[src/rtl/gpu_mem_agg_pkg.sv]
// Shared sizing and state encoding for the GPU memory byte-stream aggregator.
package gpu_mem_agg_pkg;
  localparam int WORD_W     = 16;
  localparam int BYTE_W     = 8;
  localparam int NUM_WORDS  = 8;
  localparam int BEAT_BYTES = 2 * NUM_WORDS;
  localparam int CNT_W      = $clog2(BEAT_BYTES + 1);
  localparam int PAYLOAD_W  = NUM_WORDS * WORD_W;

  typedef enum logic {
    FILL    = 1'b0,
    PENDING = 1'b1
  } agg_state_e;
endpackage

[src/rtl/gpu_mem_agg_out_slot.sv]
// Single-entry valid/ready output register: loads a finished beat, holds it
// under backpressure and drains it when downstream accepts.
module gpu_mem_agg_out_slot
  import gpu_mem_agg_pkg::*;
(
  input  logic                 clock,
  input  logic                 reset_n,
  input  logic                 load,
  input  logic [PAYLOAD_W-1:0] load_payload,
  input  logic [CNT_W-1:0]     load_bytes,
  input  logic                 load_err,
  output logic                 slot_free,
  output logic                 out_valid,
  input  logic                 out_ready,
  output logic [PAYLOAD_W-1:0] out_payload,
  output logic [CNT_W-1:0]     out_bytes,
  output logic                 out_err
);
  logic                 valid_q, valid_d;
  logic [PAYLOAD_W-1:0] payload_q, payload_d;
  logic [CNT_W-1:0]     bytes_q, bytes_d;
  logic                 err_q, err_d;

  // Free when empty or being drained this cycle, allowing a same-cycle handoff.
  assign slot_free = ~valid_q | out_ready;

  always_comb begin
    valid_d   = valid_q;
    payload_d = payload_q;
    bytes_d   = bytes_q;
    err_d     = err_q;
    if (load) begin
      valid_d   = 1'b1;
      payload_d = load_payload;
      bytes_d   = load_bytes;
      err_d     = load_err;
    end else if (out_ready) begin
      valid_d = 1'b0;
    end
  end

  always_ff @(posedge clock or negedge reset_n) begin
    if (!reset_n) begin
      valid_q   <= 1'b0;
      payload_q <= '0;
      bytes_q   <= '0;
      err_q     <= 1'b0;
    end else begin
      valid_q   <= valid_d;
      payload_q <= payload_d;
      bytes_q   <= bytes_d;
      err_q     <= err_d;
    end
  end

  assign out_valid   = valid_q;
  assign out_payload = payload_q;
  assign out_bytes   = bytes_q;
  assign out_err     = err_q;
endmodule

[src/rtl/gpu_mem_aggregator_32b.sv]
// Packs a one-byte-per-beat stream into NUM_WORDS x 16-bit payload beats,
// byte 2k into word k high half and byte 2k+1 into the low half.
//
//   state   | meaning
//   FILL    | accepting bytes into the accumulator (in_ready=1)
//   PENDING | accumulator complete, waiting for the output slot (in_ready=0)
module gpu_mem_aggregator_32b
  import gpu_mem_agg_pkg::*;
(
  input  logic                 clock,
  input  logic                 reset_n,
  input  logic                 io_in_valid,
  output logic                 io_in_ready,
  input  logic [WORD_W-1:0]    io_in_data,
  input  logic                 io_in_last,
  output logic                 io_out_valid,
  input  logic                 io_out_ready,
  output logic [PAYLOAD_W-1:0] io_out_payload,
  output logic [CNT_W-1:0]     io_out_bytes,
  output logic                 io_out_err
);
  agg_state_e           state_q, state_d;
  logic [CNT_W-1:0]     cnt_q, cnt_d;
  logic [PAYLOAD_W-1:0] acc_q, acc_d;
  logic                 acc_err_q, acc_err_d;

  logic              accept;
  logic              complete;
  logic              slot_free;
  logic              load;
  logic [BYTE_W-1:0] in_byte;
  logic              in_upper_err;

  // Ready depends on state alone, so out_ready never reaches in_ready.
  assign io_in_ready  = (state_q == FILL);
  assign accept       = io_in_valid & io_in_ready;
  assign in_byte      = io_in_data[BYTE_W-1:0];
  assign in_upper_err = |io_in_data[WORD_W-1:BYTE_W];
  assign complete     = accept & (io_in_last | (cnt_q == CNT_W'(BEAT_BYTES - 1)));
  assign load         = (state_q == PENDING) & slot_free;

  always_comb begin
    state_d   = state_q;
    cnt_d     = cnt_q;
    acc_d     = acc_q;
    acc_err_d = acc_err_q;
    case (state_q)
      FILL: begin
        if (accept) begin
          for (int k = 0; k < NUM_WORDS; k++) begin
            if (cnt_q == CNT_W'(2 * k))
              acc_d[k*WORD_W+BYTE_W +: BYTE_W] = in_byte;
            if (cnt_q == CNT_W'(2 * k + 1))
              acc_d[k*WORD_W +: BYTE_W] = in_byte;
          end
          cnt_d     = cnt_q + CNT_W'(1);
          acc_err_d = acc_err_q | in_upper_err;
          if (complete) state_d = PENDING;
        end
      end
      PENDING: begin
        if (slot_free) begin
          acc_d     = '0;
          cnt_d     = '0;
          acc_err_d = 1'b0;
          state_d   = FILL;
        end
      end
      default: state_d = FILL;
    endcase
  end

  always_ff @(posedge clock or negedge reset_n) begin
    if (!reset_n) begin
      state_q   <= FILL;
      cnt_q     <= '0;
      acc_q     <= '0;
      acc_err_q <= 1'b0;
    end else begin
      state_q   <= state_d;
      cnt_q     <= cnt_d;
      acc_q     <= acc_d;
      acc_err_q <= acc_err_d;
    end
  end

  // In PENDING the counter already holds the beat's byte count.
  gpu_mem_agg_out_slot u_out_slot (
    .clock        (clock),
    .reset_n      (reset_n),
    .load         (load),
    .load_payload (acc_q),
    .load_bytes   (cnt_q),
    .load_err     (acc_err_q),
    .slot_free    (slot_free),
    .out_valid    (io_out_valid),
    .out_ready    (io_out_ready),
    .out_payload  (io_out_payload),
    .out_bytes    (io_out_bytes),
    .out_err      (io_out_err)
  );
endmodule
[config.mk]
export PLATFORM = sky130hd
export DESIGN_NAME = gpu_mem_aggregator_32b
export DESIGN_NICKNAME = d
export VERILOG_FILES = /design/src/rtl/gpu_mem_agg_pkg.sv /design/src/rtl/gpu_mem_agg_out_slot.sv /design/src/rtl/gpu_mem_aggregator_32b.sv
export SDC_FILE = /design/constraint.sdc
export NUM_CORES = 1
export LEC_CHECK = 0
export BUFFER_PORTS_ARGS = -buffer_cell sky130_fd_sc_hd__buf_2
export CAP_MARGIN = 20
export CORE_AREA = 2 2 160 240
export CTS_CLUSTER_DIAMETER = 80
export CTS_CLUSTER_SIZE = 25
export DETAILED_ROUTE_END_ITERATION = 7
export DIE_AREA = 0 0 162 242
export PLACE_DENSITY = 0.47
export SLEW_MARGIN = 20
export SYNTH_ARGS = -nofsm -noshare
export SYNTH_HDL_FRONTEND = slang
export SYNTH_SLANG_ARGS = --single-unit
[constraint.sdc]
create_clock -name clock -period 3.24 [get_ports clock]
set_input_delay 0.648 -clock clock [delete_from_list [all_inputs] [get_ports clock]]
set_output_delay 0.648 -clock clock [all_outputs]
set_load 0.01 [all_outputs]
# ---- Word-level counts from Yosys, hierarchy flattened
# Cells that the tools add are included.
dict set report op_classes {
  n_bitwise 8
  n_addsub 1
  n_eq_ne 33
  n_mux 31
  n_reduce_logical 20
}
# operator n
set ops {}
lappend ops {{$mux 128} 2}
lappend ops {{$pmux 128 s2} 1}
lappend ops {{$mux 8} 16}
lappend ops {{$reduce_and 3->1} 16}
lappend ops {{$eq 5x4->1 const B} 8}
lappend ops {{$ne 2x1->1 const B} 18}
lappend ops {{$eq 5x3->1 const B} 4}
lappend ops {{$eq 5x2->1 const B} 2}
lappend ops {{$mux 5} 2}
lappend ops {{$pmux 5 s2} 1}
lappend ops {{$reduce_or 8->1} 1}
lappend ops {{$mux 1} 7}
lappend ops {{$add 5x1->5 const B} 1}
lappend ops {{$eq 5x1->1 const B} 1}
lappend ops {{$logic_not 5->1} 1}
lappend ops {{$pmux 1 s2} 2}
lappend ops {{$and 1x1->1} 3}
lappend ops {{$or 1x1->1} 3}
lappend ops {{$not 1->1} 2}
lappend ops {{$reduce_and 2->1} 1}
lappend ops {{$reduce_bool 2->1} 1}
dict set report totals {
  out_inout_bits 136
  wordCells 116
  reg_bits 270
}

# ---- Logic depth before layout (Yosys ltp)
dict set report depth {
  word_depth 6
  mapped_depth 7
  ltp_nobuf 5
}

# ---- Cells and area by module
# Synthesis repeated with hierarchy kept, for this count alone.
dict set report unflattened {
  hier_cells 786
  hier_area_um2 10900.5
}
# module n_inst cells_per_inst seq_area_each_um2 area_each_um2
set by_module_without_submodules {}
lappend by_module_without_submodules {gpu_mem_aggregator_32b 1 500 3378.2 5698.0}
lappend by_module_without_submodules {gpu_mem_agg_out_slot 1 286 3378.2 5202.5}

# ---- Worst setup path before layout
# Ideal clock, no wire load.
dict set report synth_timing {
  path_kind {input-to-reg}
  from {in io_out_ready}
  to {reg u_out_slot.payload_q[82] (netlist: u_out_slot.out_payload[82])}
  setup_slack_ps 1344
  path_stages 6
  arrival_ps 1769
  cell_sequence {nor2b_1 -> buf_2 -> nor2_2 -> buf_2 -> buf_2 -> mux2_1}
}
dict set report synth_between {
  elab_chain_len 2
}
# item line
set synth_rtl {}
lappend synth_rtl {{start: declaration} gpu_mem_aggregator_32b.sv:17} ;# input logic io_out_ready,
lappend synth_rtl {{$or 1x1->1} gpu_mem_agg_out_slot.sv:25} ;# assign slot_free = ~valid_q | out_ready;
lappend synth_rtl {{$and 1x1->1} gpu_mem_aggregator_32b.sv:40} ;# assign load = (state_q == PENDING) & slot_free;
lappend synth_rtl {{end signal: assignment} gpu_mem_agg_out_slot.sv:50} ;# payload_q <= payload_d;
lappend synth_rtl {{end: declaration} gpu_mem_agg_out_slot.sv:20} ;# logic [PAYLOAD_W-1:0] payload_q, payload_d;
# No other way between the ends.
# A chain may end at the register's enable or synchronous reset.

# ---- Worst setup path in the final report
dict set report layout_timing {
  from {reg state_q}
  to {out io_in_ready}
}
dict set report layout_between {
  elab_chain_len 1
}
# item line
set layout_rtl {}
lappend layout_rtl {{start: declaration} gpu_mem_aggregator_32b.sv:22} ;# agg_state_e state_q, state_d;
lappend layout_rtl {{start signal: assignment} gpu_mem_aggregator_32b.sv:80} ;# state_q <= state_d;
lappend layout_rtl {{$not 1->1} --}
lappend layout_rtl {{end: declaration} gpu_mem_aggregator_32b.sv:13} ;# output logic io_in_ready,
# No other way between the ends.

==> report_table.html <==
<table>
<tr><th>Metric</th><th>Value</th></tr>
<tr><th colspan="2">Outcome</th></tr>
<tr><td>Status</td><td>complete, no violations</td></tr>
<tr><th colspan="2">Worst setup path</th></tr>
<tr><td>List of cells traversed by the critical path</td><td>clkinv_2 &gt; buf_4 &gt; buf_2</td></tr>
<tr><td>Length in cells of the worst reg-to-reg path</td><td>4</td></tr>
<tr><td>Worst EP required</td><td>2590 ps</td></tr>
<tr><td>Destination of the worst register-to-register timing path</td><td>acc_q[29]</td></tr>
<tr><td>Slowest Stage Delay on Critical Path</td><td>550 ps</td></tr>
<tr><td>Launching point of the worst reg2reg path</td><td>state_q</td></tr>
<tr><td>Worst Setup End Kind</td><td>primary output</td></tr>
<tr><td>Path type of the worst setup path</td><td>reg2out</td></tr>
<tr><td>Setup slack of the most critical reg-to-reg path</td><td>970 ps</td></tr>
<tr><td>Slowest cell on the critical path</td><td>buf_4</td></tr>
<tr><td>Element type at the critical path start</td><td>flop</td></tr>
<tr><td>Critical path arrival</td><td>1820 ps</td></tr>
<tr><td>Highest fanout seen on the critical path</td><td>64</td></tr>
<tr><th colspan="2">STA</th></tr>
<tr><td>Slew Limit Fails</td><td>0</td></tr>
<tr><td>Hold Fails Final Rpt</td><td>0</td></tr>
<tr><td>RSZ-0062 raised after global routing</td><td>false</td></tr>
<tr><td>Post-route fraction of the period consumed by the critical path</td><td>0.762</td></tr>
<tr><td>Final critical-path required period</td><td>2470 ps</td></tr>
<tr><td>Max Clock Skew</td><td>21.6 ps</td></tr>
<tr><td>Slew HR</td><td>0.307</td></tr>
<tr><td>TNS Setup</td><td>0 ps</td></tr>
<tr><td>Measured slew at the worst slew-check pin</td><td>1040 ps</td></tr>
<tr><td>Setup violation total in the final timing report</td><td>0</td></tr>
<tr><td>F_max</td><td>405 MHz</td></tr>
<tr><th colspan="2">Power and ir drop</th></tr>
<tr><td>Combinational cell fraction of total power</td><td>0.216</td></tr>
<tr><td>Share of total power in the clock network</td><td>0.249</td></tr>
<tr><td>Reported net switching power</td><td>0.00263 W</td></tr>
<tr><td>Register share of total power</td><td>0.535</td></tr>
<tr><td>Leakage power of the design</td><td>6.45 nW</td></tr>
<tr><td>Cell internal pwr</td><td>0.00555 W</td></tr>
<tr><td>Maximum resistive drop on vdd</td><td>0.000273 V</td></tr>
<tr><td>Fraction of power spent switching nets</td><td>0.321</td></tr>
<tr><td>Total power density per cell area</td><td>643 nW/µm²</td></tr>
<tr><th colspan="2">Die</th></tr>
<tr><td>Die outline height</td><td>242 µm</td></tr>
<tr><td>Ports</td><td>157</td></tr>
<tr><td>Starting density of the core</td><td>0.296</td></tr>
<tr><td>Area of the die</td><td>39200 µm²</td></tr>
<tr><td>Horiz. Die Dim</td><td>162 µm</td></tr>
<tr><td>Standard-cell rows</td><td>87</td></tr>
<tr><td>Core region area</td><td>37200 µm²</td></tr>
<tr><th colspan="2">GRT</th></tr>
<tr><td>Global-route wire length before repair</td><td>46700 µm</td></tr>
<tr><td>Overall overflow remaining after global route</td><td>0</td></tr>
<tr><td>Initial antenna violation count</td><td>1</td></tr>
<tr><td>Largest net degree at the start of global routing</td><td>114</td></tr>
<tr><td>GRT Total Usage</td><td>0.154</td></tr>
<tr><td>Number of global-route vias before repair</td><td>7343</td></tr>
<tr><th colspan="2">Min path</th></tr>
<tr><td>Number of stages on the worst hold path</td><td>3</td></tr>
<tr><td>Endpoint of the worst hold path</td><td>state_q</td></tr>
<tr><td>Worst min-delay path class</td><td>in2reg</td></tr>
<tr><td>Launch point of the worst hold path</td><td>io_in_last</td></tr>
<tr><th colspan="2">Place</th></tr>
<tr><td>DP Wirelength</td><td>19800 µm</td></tr>
<tr><td>Final RePlAce weighted congestion</td><td>0.719</td></tr>
<tr><td>IO buf count</td><td>156</td></tr>
<tr><td>DP Cell Count</td><td>1420</td></tr>
<tr><th colspan="2">Clock network</th></tr>
<tr><td>Clock slew at the register clock pins of the worst setup and hold paths</td><td>100 ps</td></tr>
<tr><td>Clk Tree Root Cell</td><td>clkbuf_16</td></tr>
<tr><td>CTS H-tree lvls</td><td>1</td></tr>
<tr><td>Post-cts sizing count</td><td>0</td></tr>
<tr><td>Cts bufs inserted</td><td>15</td></tr>
<tr><td>Clock insertion delay at the later pin of the skew report</td><td>520 ps</td></tr>
<tr><td>TritonCTS clock tree</td><td>built</td></tr>
<tr><td>Num Clock Sinks</td><td>270</td></tr>
<tr><td>Clk buf depth</td><td>3</td></tr>
<tr><th colspan="2">Yosys</th></tr>
<tr><td>FF+latch count, synth</td><td>270</td></tr>
<tr><td>Mean area per synthesized cell</td><td>13.2 µm²</td></tr>
<tr><td>Sequential area share after synthesis</td><td>0.612</td></tr>
<tr><td>Library cell with the largest summed area after synthesis</td><td>dfrtp_1</td></tr>
<tr><td>Netlist area before placement</td><td>11000 µm²</td></tr>
<tr><td>Fraction of registers with async set or reset after synthesis</td><td>1.00</td></tr>
<tr><td>Area fraction of the dominant cell type after synthesis</td><td>0.612</td></tr>
<tr><td>Post-Synthesis Net Count</td><td>863</td></tr>
<tr><td>Largest cells by area after synthesis</td><td>dfrtp_1, mux2_1, o221ai_1</td></tr>
<tr><td>Synth Flop Type</td><td>dfrtp_1</td></tr>
<tr><td>Cells after synthesis</td><td>837</td></tr>
<tr><td>Number of distinct library cells after synthesis</td><td>46</td></tr>
<tr><td>EDFF count, synth</td><td>0</td></tr>
<tr><td>Total number of yosys warnings</td><td>0</td></tr>
<tr><th colspan="2">Routing</th></tr>
<tr><td>Pre-Repair DR Iteration Count</td><td>4</td></tr>
<tr><td>Antenna violation net count after detailed routing</td><td>0</td></tr>
<tr><td>Residual DRC</td><td>0</td></tr>
<tr><td>Routed length per instance</td><td>20.9 µm</td></tr>
<tr><td>Total via count after detailed routing</td><td>7171</td></tr>
<tr><td>Per-cell via count in the routed design</td><td>4.98</td></tr>
<tr><td>Total Wirelength</td><td>30200 µm</td></tr>
<tr><td>Number of violations reported at the end of detailed-routing iteration 0</td><td>432</td></tr>
<tr><th colspan="2">Final layout</th></tr>
<tr><td>Final #Nets</td><td>975</td></tr>
<tr><td>Share of cells above drive strength 1</td><td>0.222</td></tr>
<tr><td>Area growth from synthesis to layout</td><td>15.3%</td></tr>
<tr><td>Commonest non-fill, non-tap cells in the layout</td><td>dfrtp_1, buf_2, mux2_1</td></tr>
<tr><td>Diodes inserted</td><td>0</td></tr>
<tr><td>Area used by sequential logic in the layout</td><td>6760 µm²</td></tr>
<tr><td>Most common library cell in the layout ignoring fill and taps</td><td>dfrtp_1</td></tr>
<tr><td>Number of filler cells placed in the layout</td><td>3805</td></tr>
<tr><td>Multi-input gate area</td><td>3860 µm²</td></tr>
<tr><td>Final cell count without fillers</td><td>1441</td></tr>
<tr><th colspan="2">Job</th></tr>
<tr><td>Number of maximum-capacitance violations</td><td>0</td></tr>
</table>
## routing by layer
layer / GRT usage / share of wire
met1: 0.208 / 0.43
met2: 0.262 / 0.51
met3: 0.0178 / 0.044
met4: 0.0390 / 0.019
met5: 0 / 0.00036
## logic make-up after synthesis
| family | count (synthesis) | synth area share |
|---|---|---|
| buffers and inverters | 97 | 0.0397 |
| multiplexers | 164 | 0.163 |
| AO/OA/AOI/OAI | 206 | 0.125 |
| AND/OR/NAND/NOR | 93 | 0.0527 |
| adder cells (fa/ha/maj) | 5 | 0.00567 |
| flip-flops | 270 | 0.612 |
| XOR/XNOR | 2 | 0.00159 |
## worst max-delay path by stage
stage                             from                    endpoint  slack, ps
after floorplan           io_out_ready  u_out_slot.out_payload[82]       1340
after global placement    io_out_ready  u_out_slot.out_payload[27]        720
after detailed placement  io_out_ready  u_out_slot.out_payload[86]        680
after CTS                      state_q                 io_in_ready        770
after global routing           state_q                 io_in_ready        690
final                          state_q                 io_in_ready        770
## synthesized netlist by cell type (2+ instances only)
cell and instances:
dfrtp_1 270, mux2_1 120, o21ai_1 58, o221ai_1 56
clkbuf_1 54, o21ai_0 54, mux2i_1 40, a31o_1 24
nor3_1 24, buf_2 20, inv_1 11, nand2b_1 11
and3_1 9, nor3b_1 8, or2_0 8, nand2_1 7
buf_6 6, a221o_1 5, ha_1 5, buf_1 4
mux2_2 4, a211o_1 3, nand3_1 3, nand3b_1 3
nand4bb_1 2, nor2_1 2, nor2b_1 2, nor4_1 2
or2_1 2, or3b_1 2, or4b_4 2, xor2_1 2
## power groups by stage
stage	registers, W	clock network [W]	logic, W
2_1_floorplan	0.00443	0	0.000962
3_3_place_gp	0.00446	0	0.00178
3_5_place_dp	0.00447	0	0.00181
4_1_cts	0.00440	0.00213	0.00182
5_1_grt	0.00447	0.00224	0.00197
6_report	0.00438	0.00203	0.00177
## state kept, by name, summed over array words and instances, names as in the netlist
register,cells
u_out_slot.out_payload,128
acc_q,128
cnt_q,5
state_q,1
u_out_slot.out_bytes,5
u_out_slot.out_err,1
acc_err_q,1
u_out_slot.out_valid,1
## layout make-up
cell class / instances / share of cell area
clock buffers: 15 / 0.0295
clock inverters: 5 / 0.00344
inverters: 12 / 0.00364
multi-input cells: 470 / 0.304
flip-flops and latches: 270 / 0.531
well taps: 489 / 0.0481
repair buffers: 180 / 0.0805
## metrics by stage
stage	hold slack [ps]	utilization	cell area, µm²	worst slack [ps]	total power [W]
6_report	408	0.342	12700	772	0.00818
5_1_grt	419	0.342	12700	687	0.00868
4_1_cts	390	0.342	12700	769	0.00834
3_5_place_dp	469	0.330	12300	683	0.00628
3_3_place_gp	456	0.330	12300	724	0.00624
2_1_floorplan	352	-	11000	1340	0.00539
## what timing repair did
action / in CTS / in global routing
hold buffers: 1 / 0
buffers inserted: 0 / 0
hold endpoints to repair: 28 / 0
## worst max-delay path, delay by kind of cell, from the launching register on
family,cells,cell delay [ps]
DFF,1,400
buffers and inverters,3,870
(Power assumes the default switching activity.)
